===== src/rtl/muhu_pkg.sv =====
// Shared types and default widths for the muhu memory arbiter.
package muhu_pkg;

  typedef enum logic [1:0] {
    IDLE  = 2'd0,
    GRANT = 2'd1,
    RESP  = 2'd2
  } state_e;

  localparam int unsigned DefaultAddrW = 8;
  localparam int unsigned DefaultDataW = 8;

  // One-hot grant bit positions used by the tie-break picker.
  localparam int unsigned GntF = 0;
  localparam int unsigned GntD = 1;

endpackage


===== src/rtl/muhu_rr_pick2.sv =====
// Two-way round-robin picker: on a tie the requester not granted last wins.
module muhu_rr_pick2
  import muhu_pkg::*;
(
  input  logic       req_f,
  input  logic       req_d,
  input  logic       last_d,
  output logic [1:0] grant
);

  always_comb begin
    grant = 2'b00;
    if (req_f && req_d) begin
      if (last_d) grant[GntF] = 1'b1;
      else        grant[GntD] = 1'b1;
    end else if (req_f) begin
      grant[GntF] = 1'b1;
    end else if (req_d) begin
      grant[GntD] = 1'b1;
    end
  end

endmodule


===== src/rtl/muhu_mem_arbiter.sv =====
// Arbitrates a fetch and a data requester onto one memory bus, with a bounded
// wait for m_ack. Every output is a register.
module muhu_mem_arbiter
  import muhu_pkg::*;
#(
  parameter int unsigned ADDR_W  = DefaultAddrW,
  parameter int unsigned DATA_W  = DefaultDataW,
  parameter int unsigned TIMEOUT = 15
) (
  input  logic              clk,
  input  logic              rst,
  input  logic              f_req,
  input  logic [ADDR_W-1:0] f_addr,
  output logic              f_ack,
  output logic              f_err,
  output logic [DATA_W-1:0] f_rdata,
  input  logic              d_req,
  input  logic              d_we,
  input  logic [ADDR_W-1:0] d_addr,
  input  logic [DATA_W-1:0] d_wdata,
  output logic              d_ack,
  output logic              d_err,
  output logic [DATA_W-1:0] d_rdata,
  output logic              m_req,
  output logic              m_we,
  output logic [ADDR_W-1:0] m_addr,
  output logic [DATA_W-1:0] m_wdata,
  input  logic              m_ack,
  input  logic [DATA_W-1:0] m_rdata,
  output logic              busy
);

  localparam int unsigned CntW = (TIMEOUT > 1) ? $clog2(TIMEOUT) : 1;
  localparam logic [CntW-1:0] CntLast = CntW'(TIMEOUT - 1);

  state_e            state_q, state_d;
  logic [CntW-1:0]   cnt_q, cnt_d;
  logic              last_d_q, last_d_d;
  logic              win_d_q, win_d_d;
  logic              m_req_q, m_req_d;
  logic              m_we_q, m_we_d;
  logic [ADDR_W-1:0] m_addr_q, m_addr_d;
  logic [DATA_W-1:0] m_wdata_q, m_wdata_d;
  logic              f_ack_q, f_ack_d, f_err_q, f_err_d;
  logic              d_ack_q, d_ack_d, d_err_q, d_err_d;
  logic [DATA_W-1:0] f_rdata_q, f_rdata_d, d_rdata_q, d_rdata_d;
  logic              busy_q, busy_d;

  logic [1:0]        grant;
  logic              resp_err;
  logic [DATA_W-1:0] resp_rdata;

  muhu_rr_pick2 u_pick (
    .req_f  (f_req),
    .req_d  (d_req),
    .last_d (last_d_q),
    .grant  (grant)
  );

  always_comb begin
    state_d    = state_q;
    cnt_d      = cnt_q;
    last_d_d   = last_d_q;
    win_d_d    = win_d_q;
    m_req_d    = m_req_q;
    m_we_d     = m_we_q;
    m_addr_d   = m_addr_q;
    m_wdata_d  = m_wdata_q;
    busy_d     = busy_q;
    f_ack_d    = 1'b0;
    f_err_d    = 1'b0;
    f_rdata_d  = '0;
    d_ack_d    = 1'b0;
    d_err_d    = 1'b0;
    d_rdata_d  = '0;
    resp_err   = 1'b0;
    resp_rdata = '0;

    unique case (state_q)
      IDLE: begin
        if (grant != 2'b00) begin
          state_d   = GRANT;
          cnt_d     = '0;
          win_d_d   = grant[GntD];
          last_d_d  = grant[GntD];
          busy_d    = 1'b1;
          m_req_d   = 1'b1;
          m_we_d    = grant[GntD] & d_we;
          m_addr_d  = grant[GntD] ? d_addr : f_addr;
          m_wdata_d = grant[GntD] ? d_wdata : '0;
        end
      end
      GRANT: begin
        // m_ack wins over a timeout expiring on the same edge.
        if (m_ack || (cnt_q == CntLast)) begin
          resp_err   = ~m_ack;
          resp_rdata = (m_ack && !m_we_q) ? m_rdata : '0;
          state_d    = RESP;
          m_req_d    = 1'b0;
          m_we_d     = 1'b0;
          m_addr_d   = '0;
          m_wdata_d  = '0;
          if (win_d_q) begin
            d_ack_d   = 1'b1;
            d_err_d   = resp_err;
            d_rdata_d = resp_rdata;
          end else begin
            f_ack_d   = 1'b1;
            f_err_d   = resp_err;
            f_rdata_d = resp_rdata;
          end
        end else begin
          cnt_d = cnt_q + CntW'(1);
        end
      end
      RESP: begin
        state_d = IDLE;
        busy_d  = 1'b0;
      end
      default: begin
        state_d = IDLE;
        busy_d  = 1'b0;
        m_req_d = 1'b0;
      end
    endcase
  end

  always_ff @(posedge clk) begin
    if (rst) begin
      state_q   <= IDLE;
      cnt_q     <= '0;
      last_d_q  <= 1'b1;
      win_d_q   <= 1'b0;
      m_req_q   <= 1'b0;
      m_we_q    <= 1'b0;
      m_addr_q  <= '0;
      m_wdata_q <= '0;
      f_ack_q   <= 1'b0;
      f_err_q   <= 1'b0;
      f_rdata_q <= '0;
      d_ack_q   <= 1'b0;
      d_err_q   <= 1'b0;
      d_rdata_q <= '0;
      busy_q    <= 1'b0;
    end else begin
      state_q   <= state_d;
      cnt_q     <= cnt_d;
      last_d_q  <= last_d_d;
      win_d_q   <= win_d_d;
      m_req_q   <= m_req_d;
      m_we_q    <= m_we_d;
      m_addr_q  <= m_addr_d;
      m_wdata_q <= m_wdata_d;
      f_ack_q   <= f_ack_d;
      f_err_q   <= f_err_d;
      f_rdata_q <= f_rdata_d;
      d_ack_q   <= d_ack_d;
      d_err_q   <= d_err_d;
      d_rdata_q <= d_rdata_d;
      busy_q    <= busy_d;
    end
  end

  assign f_ack   = f_ack_q;
  assign f_err   = f_err_q;
  assign f_rdata = f_rdata_q;
  assign d_ack   = d_ack_q;
  assign d_err   = d_err_q;
  assign d_rdata = d_rdata_q;
  assign m_req   = m_req_q;
  assign m_we    = m_we_q;
  assign m_addr  = m_addr_q;
  assign m_wdata = m_wdata_q;
  assign busy    = busy_q;

endmodule

===== config.mk =====
export PLATFORM = sky130hd
export DESIGN_NAME = muhu_mem_arbiter
export DESIGN_NICKNAME = d
export VERILOG_FILES = /design/src/rtl/muhu_pkg.sv /design/src/rtl/muhu_rr_pick2.sv /design/src/rtl/muhu_mem_arbiter.sv
export SDC_FILE = /design/constraint.sdc
export NUM_CORES = 1
export LEC_CHECK = 0
export ABC_AREA = 1
export CORE_MARGIN = 8
export CORE_UTILIZATION = 42
export DETAILED_ROUTE_END_ITERATION = 6
export PLACE_DENSITY = 0.92
export SLEW_MARGIN = 20
export SYNTH_ARGS = -nofsm -noshare
export SYNTH_HDL_FRONTEND = slang
export SYNTH_HIERARCHICAL = 1
export SYNTH_SLANG_ARGS = --single-unit

===== constraint.sdc =====
create_clock -name clk -period 2.6 [get_ports clk]
set_input_delay 0.52 -clock clk [delete_from_list [all_inputs] [get_ports clk]]
set_output_delay 0.52 -clock clk [all_outputs]
set_load 0.05 [all_outputs]

Yosys cells after proc, flatten, opt, wreduce, memory -nomap -nowiden
Index checks and enable logic that the tools add are counted.

$add $sub $neg: 1. Eq/ne operators: 6. Muxes and demuxes: 28. Bitwise logic cells: 6. Reduce and logical (&&, ||, !) cells: 16.

Operator list (count): $mux W8 (6); $pmux W8 S2 (2); $mux W1 (10); $reduce_and A3 Y1 (3); $mux W4 (2); $pmux W4 S2 (1); $reduce_or A4 Y1 (2); $mux W2 (3); $ne A2 B2 Y1 const B (3); $reduce_and A2 Y1 (3); $not A1 Y1 (5); $add A4 B1 Y4 const B (1); $eq A4 B4 Y1 const B (1); $pmux W1 S2 (2); $pmux W2 S2 (1); $reduce_bool A2 Y1 (2); $pmux W1 S3 (1); $reduce_or A3 Y1 (1); $eq A2 B1 Y1 const B (1); $eq A2 B2 Y1 const B (1); $logic_and A1 B1 Y1 (2); $logic_not A2 Y1 (1); $and A1 B1 Y1 (1); $logic_not A1 Y1 (1); $logic_or A1 B1 Y1 (1).

Register bits after elaboration: 47. Output and inout bits: 39. Word-level logic and storage cells: 72.

Longest topological paths before layout
Depth after elaboration: 6. Gate-level depth with buffers: 9.

Hierarchy
The synthesis kept the hierarchy.

By module, submodules not included: muhu_mem_arbiter (times used 1, cells each 223, area an instance 1779.2 um^2, sequential area each 940.9 um^2); muhu_rr_pick2 (times used 1, cells each 5, area an instance 21.3 um^2, sequential area each 0.0 um^2).

Worst setup path before layout
Ideal clock, no wire load.

Path kind: input -> register. Start point: input d_req. End point: register m_we_q (netlist: m_we). Library setup time: 0.070 ns. Data arrival time: 1.338 ns. Path slack: 1.192 ns. Cell stages on the path: 7. Buffers on the path: 2. Path through: inv_1 a21oi_1 buf_6 o21ai_4 buf_6 nand3_1 a21oi_1.

Word-level cells in the longest chain between the ends: 6. Elaborated cells between the ends (all ways): 10. Classes of those cells: eq/ne (1); mux (5); bitwise (1); reduce/logical (3).

Ends and longest elaborated chain: start, declared (line muhu_mem_arbiter.sv:17) `input logic d_req,`; $mux W1 (line muhu_rr_pick2.sv:18) `end else if (req_d) begin`; $mux W1 (line muhu_rr_pick2.sv:16) `end else if (req_f) begin`; $mux W2 (*) (line muhu_rr_pick2.sv:13) `if (req_f && req_d) begin`; via grant[1] (line muhu_mem_arbiter.sv:49) `logic [1:0] grant;`; $and A1 B1 Y1 or $reduce_bool A2 Y1 (tied branches) (line muhu_mem_arbiter.sv:88, muhu_mem_arbiter.sv:81); $mux W1 or $ne A2 B2 Y1 (tied branches); $pmux W1 S2 or $reduce_and A3 Y1 (tied branches); end signal, assigned (line muhu_mem_arbiter.sv:151) `m_we_q <= m_we_d;`; end, declared (line muhu_mem_arbiter.sv:41) `logic m_we_q, m_we_d;`.

The timed path passes the listed nets; every way through them passes the cells marked *. The select of a mux whose other input is x is not followed. A chain may end at the register's enable or synchronous reset.

Worst setup path after layout
Start point: register m_we_q (netlist: m_we). End point: output m_we.

RTL lines: end, declared (line muhu_mem_arbiter.sv:25) `output logic m_we,`.

No word-level cell between the ends.

==> reports/qor.csv <==
stage,metric,value,unit
run_status,status,completed,
setup_path,crit_path_top_delay_cell,clkdlybuf4s50_1,
sta,finalCritPeriodShare,78.03,%
global_route,grt_usage,15.10,%
sta,skew,10.27,ps
setup_path,crit_fanout,3,
final_layout,layout_common_cells,"76 x clkdlybuf4s50_1, 70 x nand2_1, 47 x dfxtp_1",
clocking,post_cts_resized,0,
sta,max_freq,492.9,MHz
clocking,clock_sinks,47,
clocking,root_buffer,clkbuf_8,
pwr,powerDensity,636.2,nW/um2
clocking,cts_hold_buf,0,
yosys,synth-seq-cells,47,
floorplanning,io_pins,77,
setup_path,crit_required,2080,ps
clocking,cts_tree,yes,
setup_path,crit_buf_inv,1,
route,first_pass_iters,4,
final_layout,drive_gt1_share,7.492,%
clocking,htreeDepth,2,
yosys,synth_cells,228,
sta,rsz0062_at_grt,no,
route,via_per_inst,4.716,
floorplanning,initial_utilization,42.52,%
global_route,grt_first_pass_wirelength,7941,um
final_layout,area_growth,50.03,%
placement,routabilityCongestion,0.8894,
route,drt_iter0_markers,75,
sta,tightest_slew,538.1,ps
sta,setup_violations,0,
setup_path,critical_path_class,flip-flop to output pin,
final_layout,fin_util,63.80,%
sta,min_period,2029,ps
clocking,clock_path_buffers,2,
route,totalWireLength,4777,um
route,wl_met1,1933,um
pwr,finalPower,1.718,mW
setup_path,cp_cell_sequence,clkdlybuf4s50_1,
route,postRouteAntennaNets,0,
floorplanning,dieArea,6638,um2
yosys,syn-num-nets,268,
route,wl_met2,2301,um
hold_path,hold_path.class,flip-flop to flip-flop,
clocking,postCtsSetupRepairBufs,0,
floorplanning,die_x,81.48,um
setup_path,arrival,1510,ps
global_route,antenna_found_initial,0,
route,vias,1693,
final_layout,layout_commonest_cell,clkdlybuf4s50_1,
run,max_cap_violations,0,
route,post-route-drc-count,0,
sta,finalWorstSetupSlack,571.2,ps
yosys,avgSynthCellArea,7.897,um2
pwr,vdd_drop_max,375.5,uV
floorplanning,die_h,81.48,um
clocking,clock_latency,300,ps
setup_path,cpLargestDelayFamily,buffers and inverters,
sta,drv_slew,0,
pwr,leakage,1.098,nW
route,dr.max_layer_used,met4,
route,wl_per_cell,13.31,um
sta,hold_viol,0,
floorplanning,rows,24,
setup_path,critPathMaxStageDelay,830,ps
final_layout,num_antenna_cells,0,
yosys,ys_types,19,
global_route,grt_start_max_net_pins,23,
setup_path,crit_path_end_kind,output pin,
floorplanning,fp.coreArea,4234,um2
route,route.met3.wl,528,um
placement,dp_hpwl,3615,um
clocking,cts_buffers,5,
sta,relSlewSlack,64.02,%
clocking,clk_pin_slew,90,ps
global_route,gr-total-overflow,0,
placement,portBuffers,76,
yosys,yosys_warnings,6,
sta,holdWs,466.0,ps
final_layout,final_nets,346,
setup_path,start_kind,flip-flop,
sta,setup_tns,0,ps
global_route,grt_pass1_vias,1714,
yosys,ys_seq_area_share,52.26,%
placement,pre_cts_slack,419.8,ps
yosys,syn_area,1800,um2
-- per-stage QoR --
step	instances	area, um2
final	359	2701
after global routing	359	2701
after CTS	359	2701
after detailed placement	351	2586
after global placement	351	2586
after floorplan	228	1800
-- registers in the layout, indices dropped and copies added (netlist names), 2 cells and up --
register	count
m_addr	8
f_rdata	8
m_wdata	8
state_q	2
d_rdata	8
cnt_q	4
-- metal layers --
metal  GRT usage (%)  vias up
met2           25.78       70
met1           16.80      742
met4           3.393        0
li1                -      879
met3           6.893        2
met5               0        -
-- power breakdown --
part	switching, mW	internal [mW]
clock	0.259	0.290
sequential	0.0256	0.758
combinational	0.239	0.147
-- cells in the mapped netlist --
library cell	number	share of area, %
a21oi_1	24	6.7
buf_2	2	0.56
buf_6	4	2.5
clkbuf_1	2	0.42
dfxtp_1	47	52
ha_1	2	1.4
inv_1	14	2.9
inv_2	2	0.42
nand2_1	70	15
nand2_2	2	0.69
nand2_4	1	0.63
nand3_1	24	6.7
nand3_2	1	0.56
nand4_1	1	0.35
nor2_1	25	5.2
nor2_4	3	1.9
nor3_1	1	0.28
nor3_2	2	1.1
o21ai_4	1	0.90
-- logic make-up after synthesis --
kind of cell / Yosys count / share of synthesized area, %
fa+ha+maj: 2 / 1.390
simple gates: 130 / 31.97
buf+inv: 24 / 6.810
compound gates: 25 / 7.575
flops: 47 / 52.26
-- path summary, 6_finish.rpt --
check | from | to | slack (ps) | depth (start not counted)
max reg2reg | cnt_q[0] | d_rdata[3] | 1050 | 8
min reg2reg | busy | busy | 470 | 2
max | m_we | m_we | 570 | 1
min | busy | busy | 470 | 2
-- area by class of cell --
cell class / count / area [um2]
fillers: 365 / 1533
clock inverters: 3 / 46.29
repair buffers: 79 / 783.3
inverters: 16 / 60.06
clock buffers: 5 / 68.82
multi-input cells: 157 / 737.0
flip-flops and latches: 47 / 940.9
well taps: 52 / 65.06
Note: power is estimated with default switching activity, not from simulation.
